[config.mk]
export PLATFORM = sky130hd
export DESIGN_NAME = buf_seq_flat
export DESIGN_NICKNAME = d
export VERILOG_FILES = /design/src/rtl/buf_seq_if.sv /design/src/rtl/buf_seq.sv /design/src/flat_wrapper.sv
export SDC_FILE = /design/constraint.sdc
export NUM_CORES = 1
export LEC_CHECK = 0
export CAP_MARGIN = 20
export CORE_ASPECT_RATIO = 1.5
export CORE_MARGIN = 2
export CORE_UTILIZATION = 39
export CTS_BUF_LIST = sky130_fd_sc_hd__clkbuf_8
export CTS_CLUSTER_DIAMETER = 40
export DETAILED_ROUTE_END_ITERATION = 6
export PLACE_DENSITY = 0.77
export SETUP_SLACK_MARGIN = 0.1
export SLEW_MARGIN = 30
export SYNTH_ARGS = -nofsm -noshare
export SYNTH_HDL_FRONTEND = slang
export SYNTH_SLANG_ARGS = --single-unit
[constraint.sdc]
create_clock -name clk -period 3.88 [get_ports clk]
set_input_delay 0.97 -clock clk [delete_from_list [all_inputs] [get_ports clk]]
set_output_delay 0.97 -clock clk [all_outputs]
set_load 0.005 [all_outputs]
[src/rtl/buf_seq_if.sv]
// Stream / buffer-controller signal bundle for buf_seq.
// slave is the sequencer's view; master is the view of whatever surrounds it
// (upstream FFT stage, buf_ctl and the downstream consumer together).
interface buf_seq_if;
    // control
    logic        start;
    logic        busy;
    logic        done;
    // upstream pair stream
    logic        in_valid;
    logic        in_ready;
    logic [63:0] in_data0;
    logic [63:0] in_data1;
    // buf_ctl access
    logic        mem_wr;
    logic        mem_rd;
    logic [6:0]  row_no;
    logic [6:0]  col_no;
    logic [6:0]  dep_no;
    logic [63:0] mem_wrdata0;
    logic [63:0] mem_wrdata1;
    logic [63:0] mem_rddata0;
    logic [63:0] mem_rddata1;
    // downstream pair stream
    logic        out_valid;
    logic        out_ready;
    logic [63:0] out_data0;
    logic [63:0] out_data1;

    modport slave (
        input  start, in_valid, in_data0, in_data1,
        input  mem_rddata0, mem_rddata1, out_ready,
        output busy, done, in_ready,
        output mem_wr, mem_rd, row_no, col_no, dep_no, mem_wrdata0, mem_wrdata1,
        output out_valid, out_data0, out_data1
    );

    modport master (
        output start, in_valid, in_data0, in_data1,
        output mem_rddata0, mem_rddata1, out_ready,
        input  busy, done, in_ready,
        input  mem_wr, mem_rd, row_no, col_no, dep_no, mem_wrdata0, mem_wrdata1,
        input  out_valid, out_data0, out_data1
    );
endinterface

[src/rtl/buf_seq.sv]
// Frame sequencer for the 3-D FFT transpose buffer: one write sweep of a
// CUBIC_D^3 cube as pairs, then one read sweep whose returned data is staged
// through a credit-managed skid FIFO sized to cover the memory read latency.
module buf_seq #(
    parameter int CUBIC_D    = 96,  // even, <= 128
    parameter int RD_LAT     = 2,   // 1..3
    parameter int FIFO_DEPTH = 4    // >= RD_LAT + 1
) (
    input  logic     clk,
    input  logic     rst_n,
    buf_seq_if.slave bus
);
    localparam int IW   = 7;
    localparam int HALF = CUBIC_D / 2;
    localparam int PW   = (FIFO_DEPTH > 1) ? $clog2(FIFO_DEPTH) : 1;
    localparam int CW   = $clog2(FIFO_DEPTH + 1);
    localparam int OW   = 8;        // holds fifo_cnt + in-flight reads

    typedef enum logic [1:0] {S_IDLE, S_WR, S_RD, S_DRAIN} state_t;

    state_t           state;
    logic             done_q;
    logic [IW-1:0]    row_q, col_q, dep_q;
    logic [RD_LAT:1]  vld_pipe;     // stage k: read issued k cycles ago
    logic [63:0]      fifo_d0 [FIFO_DEPTH];
    logic [63:0]      fifo_d1 [FIFO_DEPTH];
    logic [PW-1:0]    wr_ptr, rd_ptr;
    logic [CW-1:0]    fifo_cnt;

    logic             wr_xfer, rd_xfer, xfer, last_idx;
    logic             push, pop, drain_empty;
    logic [OW-1:0]    inflight, occ;

    function automatic logic [PW-1:0] ptr_inc(input logic [PW-1:0] p);
        return (p == PW'(FIFO_DEPTH - 1)) ? '0 : p + 1'b1;
    endfunction

    // Credit accounting: a read is only issued when its data is guaranteed a
    // FIFO slot, counting reads still in the memory pipeline and a pop this cycle.
    always_comb begin
        inflight = '0;
        for (int k = 1; k <= RD_LAT; k++)
            inflight = inflight + OW'(vld_pipe[k]);
        pop         = (fifo_cnt != '0) && bus.out_ready;
        push        = vld_pipe[RD_LAT];
        occ         = OW'(fifo_cnt) + inflight - OW'(pop);
        wr_xfer     = (state == S_WR) && bus.in_valid;
        rd_xfer     = (state == S_RD) && (occ < OW'(FIFO_DEPTH));
        xfer        = wr_xfer || rd_xfer;
        last_idx    = (row_q == IW'(HALF - 1)) && (col_q == IW'(CUBIC_D - 1)) &&
                      (dep_q == IW'(CUBIC_D - 1));
        drain_empty = (fifo_cnt == '0) && (inflight == '0);
    end

    assign bus.in_ready    = (state == S_WR);
    assign bus.mem_wr      = wr_xfer;
    assign bus.mem_rd      = rd_xfer;
    assign bus.row_no      = row_q;
    assign bus.col_no      = col_q;
    assign bus.dep_no      = dep_q;
    assign bus.mem_wrdata0 = bus.in_data0;
    assign bus.mem_wrdata1 = bus.in_data1;
    assign bus.out_valid   = (fifo_cnt != '0);
    assign bus.out_data0   = fifo_d0[rd_ptr];
    assign bus.out_data1   = fifo_d1[rd_ptr];
    assign bus.busy        = (state != S_IDLE);
    assign bus.done        = done_q;

    // Frame FSM; done is raised for the single cycle in which IDLE is re-entered.
    always_ff @(posedge clk or negedge rst_n) begin
        if (!rst_n) begin
            state  <= S_IDLE;
            done_q <= 1'b0;
        end else begin
            done_q <= 1'b0;
            case (state)
                S_IDLE:  if (bus.start)         state <= S_WR;
                S_WR:    if (wr_xfer && last_idx) state <= S_RD;
                S_RD:    if (rd_xfer && last_idx) state <= S_DRAIN;
                S_DRAIN: if (drain_empty) begin
                             state  <= S_IDLE;
                             done_q <= 1'b1;
                         end
                default: state <= S_IDLE;
            endcase
        end
    end

    // Shared pair index counter: row innermost, then col, then dep; it wraps to
    // zero on the last pair of a sweep, so the read sweep starts at (0,0,0).
    always_ff @(posedge clk or negedge rst_n) begin
        if (!rst_n) begin
            row_q <= '0;
            col_q <= '0;
            dep_q <= '0;
        end else if (xfer) begin
            if (row_q == IW'(HALF - 1)) begin
                row_q <= '0;
                if (col_q == IW'(CUBIC_D - 1)) begin
                    col_q <= '0;
                    dep_q <= (dep_q == IW'(CUBIC_D - 1)) ? '0 : dep_q + 1'b1;
                end else begin
                    col_q <= col_q + 1'b1;
                end
            end else begin
                row_q <= row_q + 1'b1;
            end
        end
    end

    // In-flight read tracker; the last stage lines up with valid mem_rddata.
    always_ff @(posedge clk or negedge rst_n) begin
        if (!rst_n) begin
            vld_pipe <= '0;
        end else begin
            vld_pipe[1] <= rd_xfer;
            for (int k = 2; k <= RD_LAT; k++)
                vld_pipe[k] <= vld_pipe[k-1];
        end
    end

    // FIFO storage; no reset needed since occupancy gates every read of it.
    always_ff @(posedge clk) begin
        if (push) begin
            fifo_d0[wr_ptr] <= bus.mem_rddata0;
            fifo_d1[wr_ptr] <= bus.mem_rddata1;
        end
    end

    // FIFO pointers and occupancy; simultaneous push and pop both take effect.
    always_ff @(posedge clk or negedge rst_n) begin
        if (!rst_n) begin
            wr_ptr   <= '0;
            rd_ptr   <= '0;
            fifo_cnt <= '0;
        end else begin
            if (push) wr_ptr <= ptr_inc(wr_ptr);
            if (pop)  rd_ptr <= ptr_inc(rd_ptr);
            case ({push, pop})
                2'b10:   fifo_cnt <= fifo_cnt + 1'b1;
                2'b01:   fifo_cnt <= fifo_cnt - 1'b1;
                default: fifo_cnt <= fifo_cnt;
            endcase
        end
    end
endmodule
[src/flat_wrapper.sv]
// flat-port wrapper written by rule: the top's interface ports become plain ports
module buf_seq_flat 
#(
    parameter int CUBIC_D    = 96,                 
    parameter int RD_LAT     = 2,          
    parameter int FIFO_DEPTH = 4                    
)
  (clk, rst_n, bus_start, bus_in_valid, bus_in_data0, bus_in_data1, bus_mem_rddata0, bus_mem_rddata1, bus_out_ready, bus_busy, bus_done, bus_in_ready, bus_mem_wr, bus_mem_rd, bus_row_no, bus_col_no, bus_dep_no, bus_mem_wrdata0, bus_mem_wrdata1, bus_out_valid, bus_out_data0, bus_out_data1);
  buf_seq_if bus_i ();
  input  logic clk;
  input  logic rst_n;
  input wire logic [$bits(bus_i.start)-1:0] bus_start;
  input wire logic [$bits(bus_i.in_valid)-1:0] bus_in_valid;
  input wire logic [$bits(bus_i.in_data0)-1:0] bus_in_data0;
  input wire logic [$bits(bus_i.in_data1)-1:0] bus_in_data1;
  input wire logic [$bits(bus_i.mem_rddata0)-1:0] bus_mem_rddata0;
  input wire logic [$bits(bus_i.mem_rddata1)-1:0] bus_mem_rddata1;
  input wire logic [$bits(bus_i.out_ready)-1:0] bus_out_ready;
  output wire logic [$bits(bus_i.busy)-1:0] bus_busy;
  output wire logic [$bits(bus_i.done)-1:0] bus_done;
  output wire logic [$bits(bus_i.in_ready)-1:0] bus_in_ready;
  output wire logic [$bits(bus_i.mem_wr)-1:0] bus_mem_wr;
  output wire logic [$bits(bus_i.mem_rd)-1:0] bus_mem_rd;
  output wire logic [$bits(bus_i.row_no)-1:0] bus_row_no;
  output wire logic [$bits(bus_i.col_no)-1:0] bus_col_no;
  output wire logic [$bits(bus_i.dep_no)-1:0] bus_dep_no;
  output wire logic [$bits(bus_i.mem_wrdata0)-1:0] bus_mem_wrdata0;
  output wire logic [$bits(bus_i.mem_wrdata1)-1:0] bus_mem_wrdata1;
  output wire logic [$bits(bus_i.out_valid)-1:0] bus_out_valid;
  output wire logic [$bits(bus_i.out_data0)-1:0] bus_out_data0;
  output wire logic [$bits(bus_i.out_data1)-1:0] bus_out_data1;
  assign bus_i.start = bus_start;
  assign bus_i.in_valid = bus_in_valid;
  assign bus_i.in_data0 = bus_in_data0;
  assign bus_i.in_data1 = bus_in_data1;
  assign bus_i.mem_rddata0 = bus_mem_rddata0;
  assign bus_i.mem_rddata1 = bus_mem_rddata1;
  assign bus_i.out_ready = bus_out_ready;
  assign bus_busy = bus_i.busy;
  assign bus_done = bus_i.done;
  assign bus_in_ready = bus_i.in_ready;
  assign bus_mem_wr = bus_i.mem_wr;
  assign bus_mem_rd = bus_i.mem_rd;
  assign bus_row_no = bus_i.row_no;
  assign bus_col_no = bus_i.col_no;
  assign bus_dep_no = bus_i.dep_no;
  assign bus_mem_wrdata0 = bus_i.mem_wrdata0;
  assign bus_mem_wrdata1 = bus_i.mem_wrdata1;
  assign bus_out_valid = bus_i.out_valid;
  assign bus_out_data0 = bus_i.out_data0;
  assign bus_out_data1 = bus_i.out_data1;
  buf_seq #(.CUBIC_D(CUBIC_D), .RD_LAT(RD_LAT), .FIFO_DEPTH(FIFO_DEPTH)) u_core (.clk(clk), .rst_n(rst_n), .bus(bus_i));
endmodule
==> metrics.cfg, run 1 <==
[run_status]
outcome=complete, but fails checks
violations=setup timing

[worst_setup_path]
slowest_delay_ps=400
crit_fanout=3
critical_path_class=flip-flop to output port
critPathBufInv=4
crit_chain=nor3_2 > inv_1 > nand2_2 > inv_2 > ha_4 > inv_4 > ha_4 > and3b_1 > or2_4 > a21oi_2 > ha_1 > nor2b_4 > and4b_1 > a21o_1 > buf_2
cp-start-kind=flip-flop
cp_common_cell=ha_4
cp.required_ps=2910
r2r_slack_ps=270
critical_path.top_delay_family=simple AND/OR/NAND/NOR gates
worstSetupEndpointType=output port
arrival_ps=3370
critical-path-slowest-cell=dfrtp_1

[final_layout]
nets=1544
stdcell_area_mm2=0.0262
drive_gt1_share_pct=25.3
post-route-util_pct=48.8
fillerInstances=4216
area_growth_pct=23.3
regArea_mm2=0.0162
multiInputGateArea_mm2=0.00399

[flow_run]
cap_violations=0

[clock_network]
cts_buffer_depth=3
clkTransAtPathRegs_ps=70
clock_latency_ps=630
cts-root-buf=clkbuf_8
htree_levels=3
cts-buffers-inserted=83
tritoncts=done
cts_sinks=545

[timing]
layout_setup_ws_ps=-457
fin_crit_ps=4340
finalSetupViolations=1
worst_pin_slew_ps=771
fin_crit_sh_pct=112
fmaxAchievable_ghz=0.231
grt_setup_unrepaired=yes
hold_violations=0
finalClockSkew_ps=23.5
slew_headroom_pct=48.6
drv_slew=0

[yosys]
ys_warn_count=0
ys_types=45
synth_fp_nets=1276
syn_area_per_cell_um2=21.4
ys_top_cells_by_count=edfxtp_1, buf_4, mux4_2
synth_top_area_share_pct=72.3
synth_edf_count=512
netlist_area_mm2=0.0213
synth_cells=992
yosys.area.top_type=edfxtp_1
ys_ff_latch=545
synthFlopType=edfxtp_1
ys_seq_area_share_pct=76.2
yosys-top-cells-area=edfxtp_1, mux4_2, buf_4
synth_most_common_cell=edfxtp_1
async_flop_share_pct=6.06

[floorplan]
die_w_um=195
start_util_pct=39.6
core_mm2=0.0537
io_pins=544
die-area_mm2=0.0565
fp-row-count=104
die_y_um=290

[grt]
overflow=0
grt_use_total_pct=19.3
grt_pass1_vias=11300
antenna_found_initial=4
grt_pass1_wl_um=78100
grt_max_degree=76

[detailed_routing]
via_count=10300
routedWlPerCell_um=27.0
vias_per_cell=5.11
initialDrtViolationCount=554
remaining_drc_errors=0
dr.pass1.iters=4
ant_nets=0
wl_um=54500

[pwr]
total_power_mw=17.3
total_leakage_power_nw=8.72
power.density_cell_area_mw_per_mm2=659
ir_drop_uv=418

[min_path]
hold_path_class=flip-flop to flip-flop

[placed_design]
gp_congestion=0.803
dp_hpwl_um=36800
portBuffers=287
dpl-instance-area_mm2=0.0243

## placed cells by master (no fill, tap or decap), types with 3 or more instances in the layout
master	count
a21o_1	3
and2_4	4
and3_1	4
buf_12	7
buf_16	3
buf_4	45
bufinv_16	5
clkbuf_8	86
clkdlybuf4s50_1	285
clkinv_1	17
clkinv_2	20
clkinvlp_4	4
dfrtp_1	31
edfxtp_1	512
ha_1	19
ha_4	3
inv_1	31
inv_8	3
mux2_2	5
mux4_2	128
nand2_1	17
nand3_1	4
nand4_1	3
nor2_1	15
nor3_1	3
o21ai_0	17
o21ai_1	4
xnor2_1	6
xor2_1	3
## through the flow
step	instances	hold slack, ps	setup TNS [ps]	worst slack (ps)
2_1_floorplan	992	380	0	114
3_3_place_gp	1841	391	-4100	-870
3_5_place_dp	1841	393	-5860	-912
4_1_cts	2022	417	-855	-460
5_1_grt	2021	443	-617	-617
6_report	2021	438	-457	-457
## power by group
| part | total, mW | switching [mW] | internal, mW | leakage (nW) |
|---|---|---|---|---|
| Sequential | 7.09 | 0.221 | 6.87 | 5.04 |
| Combinational | 5.51 | 2.36 | 3.16 | 2.76 |
| Clock | 4.67 | 2.23 | 2.45 | 0.917 |
## routing by layer
layer	GRT usage [%]	wire length [um]
met5	0	26
met4	8.91	2290
met1	19.8	17800
met2	33.8	28500
met3	8.34	5890
## worst register-to-register path: cells and delay by family, from the launching register on
| kind | cells | cell delay (ps) |
|---|---|---|
| buf+inv | 5 | 540 |
| flops | 1 | 400 |
| mux | 1 | 340 |
| compound gates | 2 | 380 |
| fa+ha+maj | 3 | 590 |
| simple gates | 8 | 1220 |
## logic make-up (layout without fill, tap and decap cells)
family / Yosys count / after routing / share of synthesized area [%]
other cells: 0 / 2 / 0
compound gates: 33 / 33 / 0.965
buf+inv: 177 / 515 / 5.44
mux: 135 / 135 / 13.9
xor+xnor: 9 / 9 / 0.371
simple gates: 70 / 70 / 1.76
fa+ha+maj: 23 / 23 / 1.39
flops: 545 / 545 / 76.2
## cell type report
type	instances	area share (%)
sequential	545	61.8
clock inverter	69	1.83
clock buffer	86	4.51
timing repair buffer	342	13.1
multi-input combinational	270	15.2
antenna	2	0.0191
inverter	18	0.267
tap	689	3.29
## worst paths after layout
| path | start | to | cells past startpoint |
|---|---|---|---|
| min in group asynchronous | rst_n | u_core.bus.col_no[1] | 2 |
| min reg2reg | u_core.vld_pipe[1] | u_core.vld_pipe[2] | 0 |
| max in group asynchronous | rst_n | u_core.rd_ptr[1] | 2 |
| min | u_core.vld_pipe[1] | u_core.vld_pipe[2] | 0 |
| max reg2reg | u_core.fifo_cnt[2] | u_core.bus.col_no[5] | 19 |
| max | u_core.fifo_cnt[2] | bus_mem_rd | 15 |
## repair_timing
| item | 4_1_cts | 5_1_grt |
|---|---|---|
| setup buffers | 26 | 4 |
| resized for setup | 20 | 2 |
| pin swaps | 11 | 12 |
| setup endpoints to repair | 9 | 5 |
| hold buffers | 0 | 0 |
## state kept, by name (all words and copies together) (netlist names)
name and cells:
u_core.bus.done 1, u_core.bus.row_no 7, u_core.wr_ptr 2, u_core.bus.col_no 7
u_core.bus.dep_no 7, u_core.fifo_d0 256, u_core.fifo_cnt 3, u_core.rd_ptr 2
u_core.vld_pipe 2, u_core.state 2, u_core.fifo_d1 256
Note: power is estimated with default switching activity, not from simulation.
==> inputs of run 2 (changes only) <==
Settings changed: CAP_MARGIN 20 to 40, CTS_CLUSTER_SIZE from default to 28.
==> metrics.cfg, run 2 (synthesis gave the netlist of run 1 again) <==
[worst_setup_path]
worstReg2RegEnd=u_core.bus.dep_no[1]
r2r_slack_ps=230  ; -40 ps
crit_fanout=3  ; unchanged
cp_common_cell=ha_4
cp-start-kind=flip-flop
critical-path-slowest-cell=dfrtp_1
slowest_delay_ps=400  ; about the same
cp.required_ps=2910  ; about the same
startpoint=u_core.fifo_cnt[2]
arrival_ps=3360  ; about the same
crit_chain=nor3_2 > inv_1 > nand2_2 > inv_2 > ha_4 > inv_4 > ha_4 > and3b_1 > or2_4 > a21oi_2 > ha_1 > nor2b_4 > and4b_1 > a21o_1 > buf_2
worstSetupEndpointType=output port
critical_path_class=flip-flop to output port
endpoint=bus_mem_rd
reg2reg_depth=20  ; +1
timing.rr.start=u_core.fifo_cnt[2]

[timing]
fin_crit_ps=4330  ; -5.88 ps
drv_slew=0  ; unchanged
slew_headroom_pct=49.1  ; +0.53 points
layout_setup_ws_ps=-451  ; +5.88 ps
fin_crit_sh_pct=112  ; -0.15 points
fmaxAchievable_ghz=0.231  ; +0.14%
finalSetupViolations=1  ; unchanged
hold_violations=0  ; unchanged
finalClockSkew_ps=37.8  ; +14.3 ps
grt_setup_unrepaired=yes
worst_pin_slew_ps=764  ; -7.89 ps

[run_status]
violations=setup timing
outcome=complete, but fails checks

[detailed_routing]
routedWlPerCell_um=27.5  ; +1.9%
remaining_drc_errors=0  ; unchanged
initialDrtViolationCount=549  ; -0.90%
via_count=10200  ; -1.3%
wl_met1_um=17500  ; -1.5%
vias_per_cell=5.19  ; +1.6%
top_layer=met5
dr.pass1.iters=5  ; +1
ant_nets=0  ; unchanged
route.met2.wl_um=28300  ; -0.85%
wl_met3_um=5590  ; -5.1%
wl_um=53900  ; -1.1%

[clock_network]
clock_latency_ps=630  ; about the same
tritoncts=done
cts_buffer_depth=3  ; unchanged
cts_sinks=545  ; unchanged
cts_hold_buf=0  ; unchanged
cts-root-buf=clkbuf_8
clkTransAtPathRegs_ps=100  ; +30 ps
cts-buffers-inserted=51  ; -39%
htree_levels=2  ; -1

[grt]
grt_use_total_pct=18.9  ; -0.36 points
grt_max_degree=76  ; unchanged
antenna_found_initial=4  ; unchanged
overflow=0  ; unchanged
grt_pass1_wl_um=76900  ; -1.5%
grt_pass1_vias=10900  ; -3.5%

[floorplan]
die-area_mm2=0.0565  ; unchanged
io_pins=544  ; unchanged
fp-row-count=104  ; unchanged
die_w_um=195  ; unchanged
die_y_um=290  ; unchanged
core_mm2=0.0537  ; unchanged
start_util_pct=39.6  ; unchanged

[placed_design]
gp_congestion=0.803  ; unchanged
portBuffers=287  ; unchanged
place_inst=1841  ; unchanged
preCtsSetupSlack_ps=-912  ; unchanged
dp_hpwl_um=36800  ; unchanged

[final_layout]
drive_gt1_share_pct=24.4  ; -0.95 points
area_growth_pct=21.5
final_cell_mix=edfxtp_1, clkdlybuf4s50_1, mux4_2, clkbuf_8, buf_4
final_common_cell=edfxtp_1
fillerInstances=4283  ; +1.6%
final_cells=1963  ; -2.9%
multiInputGateArea_mm2=0.00401  ; +0.38%
top_regs=u_core.fifo_d0: 256 flops, u_core.fifo_d1: 256 flops
regArea_mm2=0.0162  ; unchanged
nets=1513  ; -2.0%

[pwr]
ir_drop_uv=396  ; -5.3%
power.density_cell_area_mw_per_mm2=640  ; -2.8%
total_leakage_power_nw=8.45  ; -3.1%

[min_path]
hold_path_class=flip-flop to flip-flop

[flow_run]
cap_violations=0  ; unchanged

run 2: cell count changes in the layout (fill, tap and decap cells not counted), sizes merged:
cell      previous run  this run
clkbuf              86        52
clkinv              40        15
bufinv               5         3
buf                 56        57
clkinvlp             4         5
diode                2         3
run 2: report_power, final:
| part | leakage, nW | switching (mW) | internal [mW] |
|---|---|---|---|
| combinational | 2.79 | 2.37 | 3.16 |
| sequential | 5.04 | 0.221 | 6.86 |
| clock | 0.624 | 2.27 | 1.67 |
run 2: worst min-delay path by stage:
stage | slack [ps] | cells after the start | endpoint | from
after floorplan | 380 | 0 | u_core.vld_pipe[2] | u_core.vld_pipe[1]
after global placement | 390 | 0 | u_core.vld_pipe[2] | u_core.vld_pipe[1]
after detailed placement | 390 | 0 | u_core.vld_pipe[2] | u_core.vld_pipe[1]
after CTS | 430 | 0 | u_core.vld_pipe[2] | u_core.vld_pipe[1]
after global routing | 440 | 0 | u_core.vld_pipe[2] | u_core.vld_pipe[1]
final | 430 | 0 | u_core.vld_pipe[2] | u_core.vld_pipe[1]
run 2: metrics by stage:
step | instance area [um^2] | TNS (ps) | util (%) | total power [mW] | hold WS, ps
finish | 25800 | -451 | 48.1 | 16.6 | 430
global route | 25800 | -604 | 48.1 | 17.3 | 441
CTS | 25800 | -875 | 48.1 | 16.8 | 427
detailed placement | 24300 | -5860 | 45.2 | 12.6 | 393
global placement | 24300 | -4100 | 45.2 | 12.5 | 391
floorplan | 21300 | 0 | - | 9.76 | 380
run 2: timing repair:
item | 4_1_cts | 5_1_grt
pin swaps | 11 | 14
buffers inserted | 26 | 5
resized for setup | 20 | 5
setup endpoints to repair | 7 | 5
run 2: routing by layer:
metal  track usage, %  vias up
met5                0        -
met4             8.44        4
met3             7.53      158
met2             33.7      428
met1             19.5     5251
li1                 -     4346
run 2: layout make-up:
type / instances / share of cell area, %
antenna: 3 / 0.0290
clock buffer: 52 / 2.77
clock inverter: 43 / 2.10
inverter: 18 / 0.271
multi-input combinational: 270 / 15.5
sequential: 545 / 62.7
tap: 689 / 3.34
timing repair buffer: 343 / 13.3
run 2: critical path: cells and delay by family (launching register included):
kind	cells	cell delay (ps)
AND/OR/NAND/NOR	6	1080
adder cells (fa/ha/maj)	3	590
flip-flops	1	400
buffers and inverters	4	360
AO/OA/AOI/OAI	2	310
==> inputs of run 3 (changes only) <==
--- a/config.mk
+++ b/config.mk
@@ -10,5 +10,5 @@
 export CORE_MARGIN = 2
 export CORE_UTILIZATION = 39
-export CTS_BUF_LIST = sky130_fd_sc_hd__clkbuf_8
+export CTS_BUF_LIST = sky130_fd_sc_hd__clkbuf_4 sky130_fd_sc_hd__clkbuf_8
 export CTS_CLUSTER_DIAMETER = 40
 export CTS_CLUSTER_SIZE = 28
==> constraint.sdc (replaced) <==
create_clock -name clk -period 3.88 [get_ports clk]
set_input_delay 0.97 -clock clk [delete_from_list [all_inputs] [get_ports clk]]
set_output_delay 0.97 -clock clk [all_outputs]
set_load 0.1 [all_outputs]
==> metrics.cfg, run 3 (synthesis gave the netlist of run 1 again) <==
[grt]
grt_pass1_vias=11100  ; +2.0%
grt_pass1_wl_um=75700  ; -1.5%
grt_max_degree=57  ; -25%
overflow=0  ; unchanged
grt_use_total_pct=18.5  ; -0.38 points
antenna_found_initial=8  ; +4

[final_layout]
final_common_cell=edfxtp_1
top_regs=u_core.fifo_d0: 256 flops, u_core.fifo_d1: 256 flops
stdcell_area_mm2=0.0259  ; +0.24%
final_cells=1975  ; +0.61%
final_cell_mix=edfxtp_1, clkdlybuf4s50_1, buf_4, mux4_2, clkbuf_8
drive_gt1_share_pct=35.1  ; +11 points
post-route-util_pct=48.2  ; +0.12 points
area_growth_pct=21.8
fillerInstances=4252  ; -0.72%
nets=1520  ; +0.46%

[floorplan]
die-area_mm2=0.0565  ; unchanged
core_mm2=0.0537  ; unchanged
io_pins=544  ; unchanged
fp-row-count=104  ; unchanged
start_util_pct=39.6  ; unchanged
die_y_um=290  ; unchanged
die_w_um=195  ; unchanged

[run_status]
violations=setup timing
outcome=complete, but fails checks

[placed_design]
place_inst=1863  ; +1.2%
dpl-instance-area_mm2=0.0244  ; +0.53%
dp_hpwl_um=36700  ; -0.16%
gp_congestion=0.825  ; +2.7%
preCtsSetupSlack_ps=-737  ; +175 ps
portBuffers=287  ; unchanged

[clock_network]
clkTransAtPathRegs_ps=110  ; about the same
htree_levels=2  ; unchanged
cts_hold_buf=0  ; unchanged
cts_sinks=545  ; unchanged
tritoncts=done
clock_latency_ps=670  ; +40 ps
cts_buffer_depth=3  ; unchanged
cts-root-buf=clkbuf_8
cts-buffers-inserted=55  ; +7.8%

[timing]
tns_ps=-510  ; -58.5 ps
grt_setup_unrepaired=yes
finalClockSkew_ps=36.2  ; -1.61 ps
hold_violations=0  ; unchanged
drv_slew=0  ; unchanged
hold_ws_ps=446  ; +15.9 ps
layout_setup_ws_ps=-510  ; -58.5 ps
fin_crit_ps=4390  ; +58.5 ps
fmaxAchievable_ghz=0.228  ; -1.3%
finalSetupViolations=1  ; unchanged
slew_headroom_pct=50.3  ; +1.2 points
worst_pin_slew_ps=746  ; -17.9 ps
fin_crit_sh_pct=113  ; +1.5 points

[pwr]
total_leakage_power_nw=8.70  ; +2.9%
p_int_mw=11.4  ; -2.3%
pwr-share-seq_pct=32.3  ; -11 points
power.share.switching_pct=48.3  ; +19 points
power.density_cell_area_mw_per_mm2=852  ; +33%
p_switching_mw=10.7  ; +120%
pwr-share-clk_pct=18.9  ; -4.9 points
total_power_mw=22.1  ; +33%
ir_drop_uv=766  ; +94%
combPwrFrac_pct=48.7  ; +15 points

[worst_setup_path]
arrival_ps=3420  ; +60 ps
cp-start-kind=flip-flop
crit_chain=nor3_4 > inv_2 > nand2_2 > inv_2 > ha_4 > inv_2 > ha_4 > and3b_1 > or2_4 > a21oi_2 > ha_1 > nor2b_4 > and4b_1 > a21o_4 > buf_12
cp.required_ps=2910  ; about the same
critical_path_class=flip-flop to output port
worstSetupEndpointType=output port
critical-path-slowest-cell=dfrtp_1
cp_common_cell=inv_2
slowest_delay_ps=440  ; +40 ps
critical_path.top_delay_family=simple AND/OR/NAND/NOR gates
crit_fanout=3  ; unchanged
critPathBufInv=4  ; unchanged

[detailed_routing]
wl_um=53000  ; -1.7%
routedWlPerCell_um=26.8  ; -2.3%
dr.pass1.iters=5  ; unchanged
ant_nets=0  ; unchanged
initialDrtViolationCount=499  ; -9.1%
via_count=10200  ; +0.59%
remaining_drc_errors=0  ; unchanged
vias_per_cell=5.19  ; about the same

[flow_run]
cap_violations=0  ; unchanged

[min_path]
hold_path_class=flip-flop to flip-flop

-- run 3: changes by cell type in the layout (fill, tap and decap cells not counted), moves of 3 or more --
cell	delta
inv_12	+4
inv_6	+3
buf_8	+19
buf_4	+108
buf_12	+6
clkdlybuf4s50_1	-131
clkbuf_8	+4
-- run 3: path summary, 6_finish.rpt --
| check | start | endpoint | slack (ps) | cells past startpoint |
|---|---|---|---|---|
| setup / recovery | u_core.fifo_cnt[1] | bus_mem_rd | -510 | 15 |
| hold / removal | u_core.vld_pipe[1] | u_core.vld_pipe[2] | 450 | 0 |
| setup reg to reg | u_core.fifo_cnt[1] | u_core.bus.col_no[5] | 280 | 19 |
| hold reg to reg | u_core.vld_pipe[1] | u_core.vld_pipe[2] | 450 | 0 |
| max in group asynchronous | rst_n | u_core.bus.dep_no[1] | 2530 | 3 |
| min in group asynchronous | rst_n | u_core.bus.col_no[6] | 650 | 1 |
-- run 3: timing repair --
| item | CTS | global route |
|---|---|---|
| cloned | 0 | 0 |
| pin swaps | 10 | 1 |
| resized for setup | 11 | 1 |
| buffers inserted | 2 | 2 |
| setup endpoints to repair | 1 | 1 |
-- run 3: final cells by class --
type / count / area [um^2] / share of cell area (%)
Antenna cell: 4 / 10.0 / 0.0386
Inverter: 18 / 67.6 / 0.261
Multi-Input combinational cell: 270 / 4000 / 15.4
Clock buffer: 58 / 786 / 3.03
Sequential cell: 545 / 16200 / 62.6
Clock inverter: 45 / 589 / 2.27
Tap cell: 689 / 862 / 3.33
Timing Repair Buffer: 346 / 3390 / 13.1
-- run 3: power groups by stage --
stage	combinational [mW]	clock, mW	sequential, mW
2_1_floorplan	8.84	0	7.27
3_3_place_gp	10.6	0	7.25
3_5_place_dp	10.8	0	7.28
4_1_cts	10.9	4.31	7.15
5_1_grt	11.1	4.49	7.19
6_report	10.8	4.18	7.14
-- run 3: metal layers --
layer / vias to the layer above / wire [um] / track usage (%)
met5: - / 13 / 0
li1: 4366 / - / -
met4: 2 / 2420 / 9.01
met1: 5296 / 17100 / 18.6
met2: 412 / 27700 / 32.5
met3: 171 / 5860 / 8.32
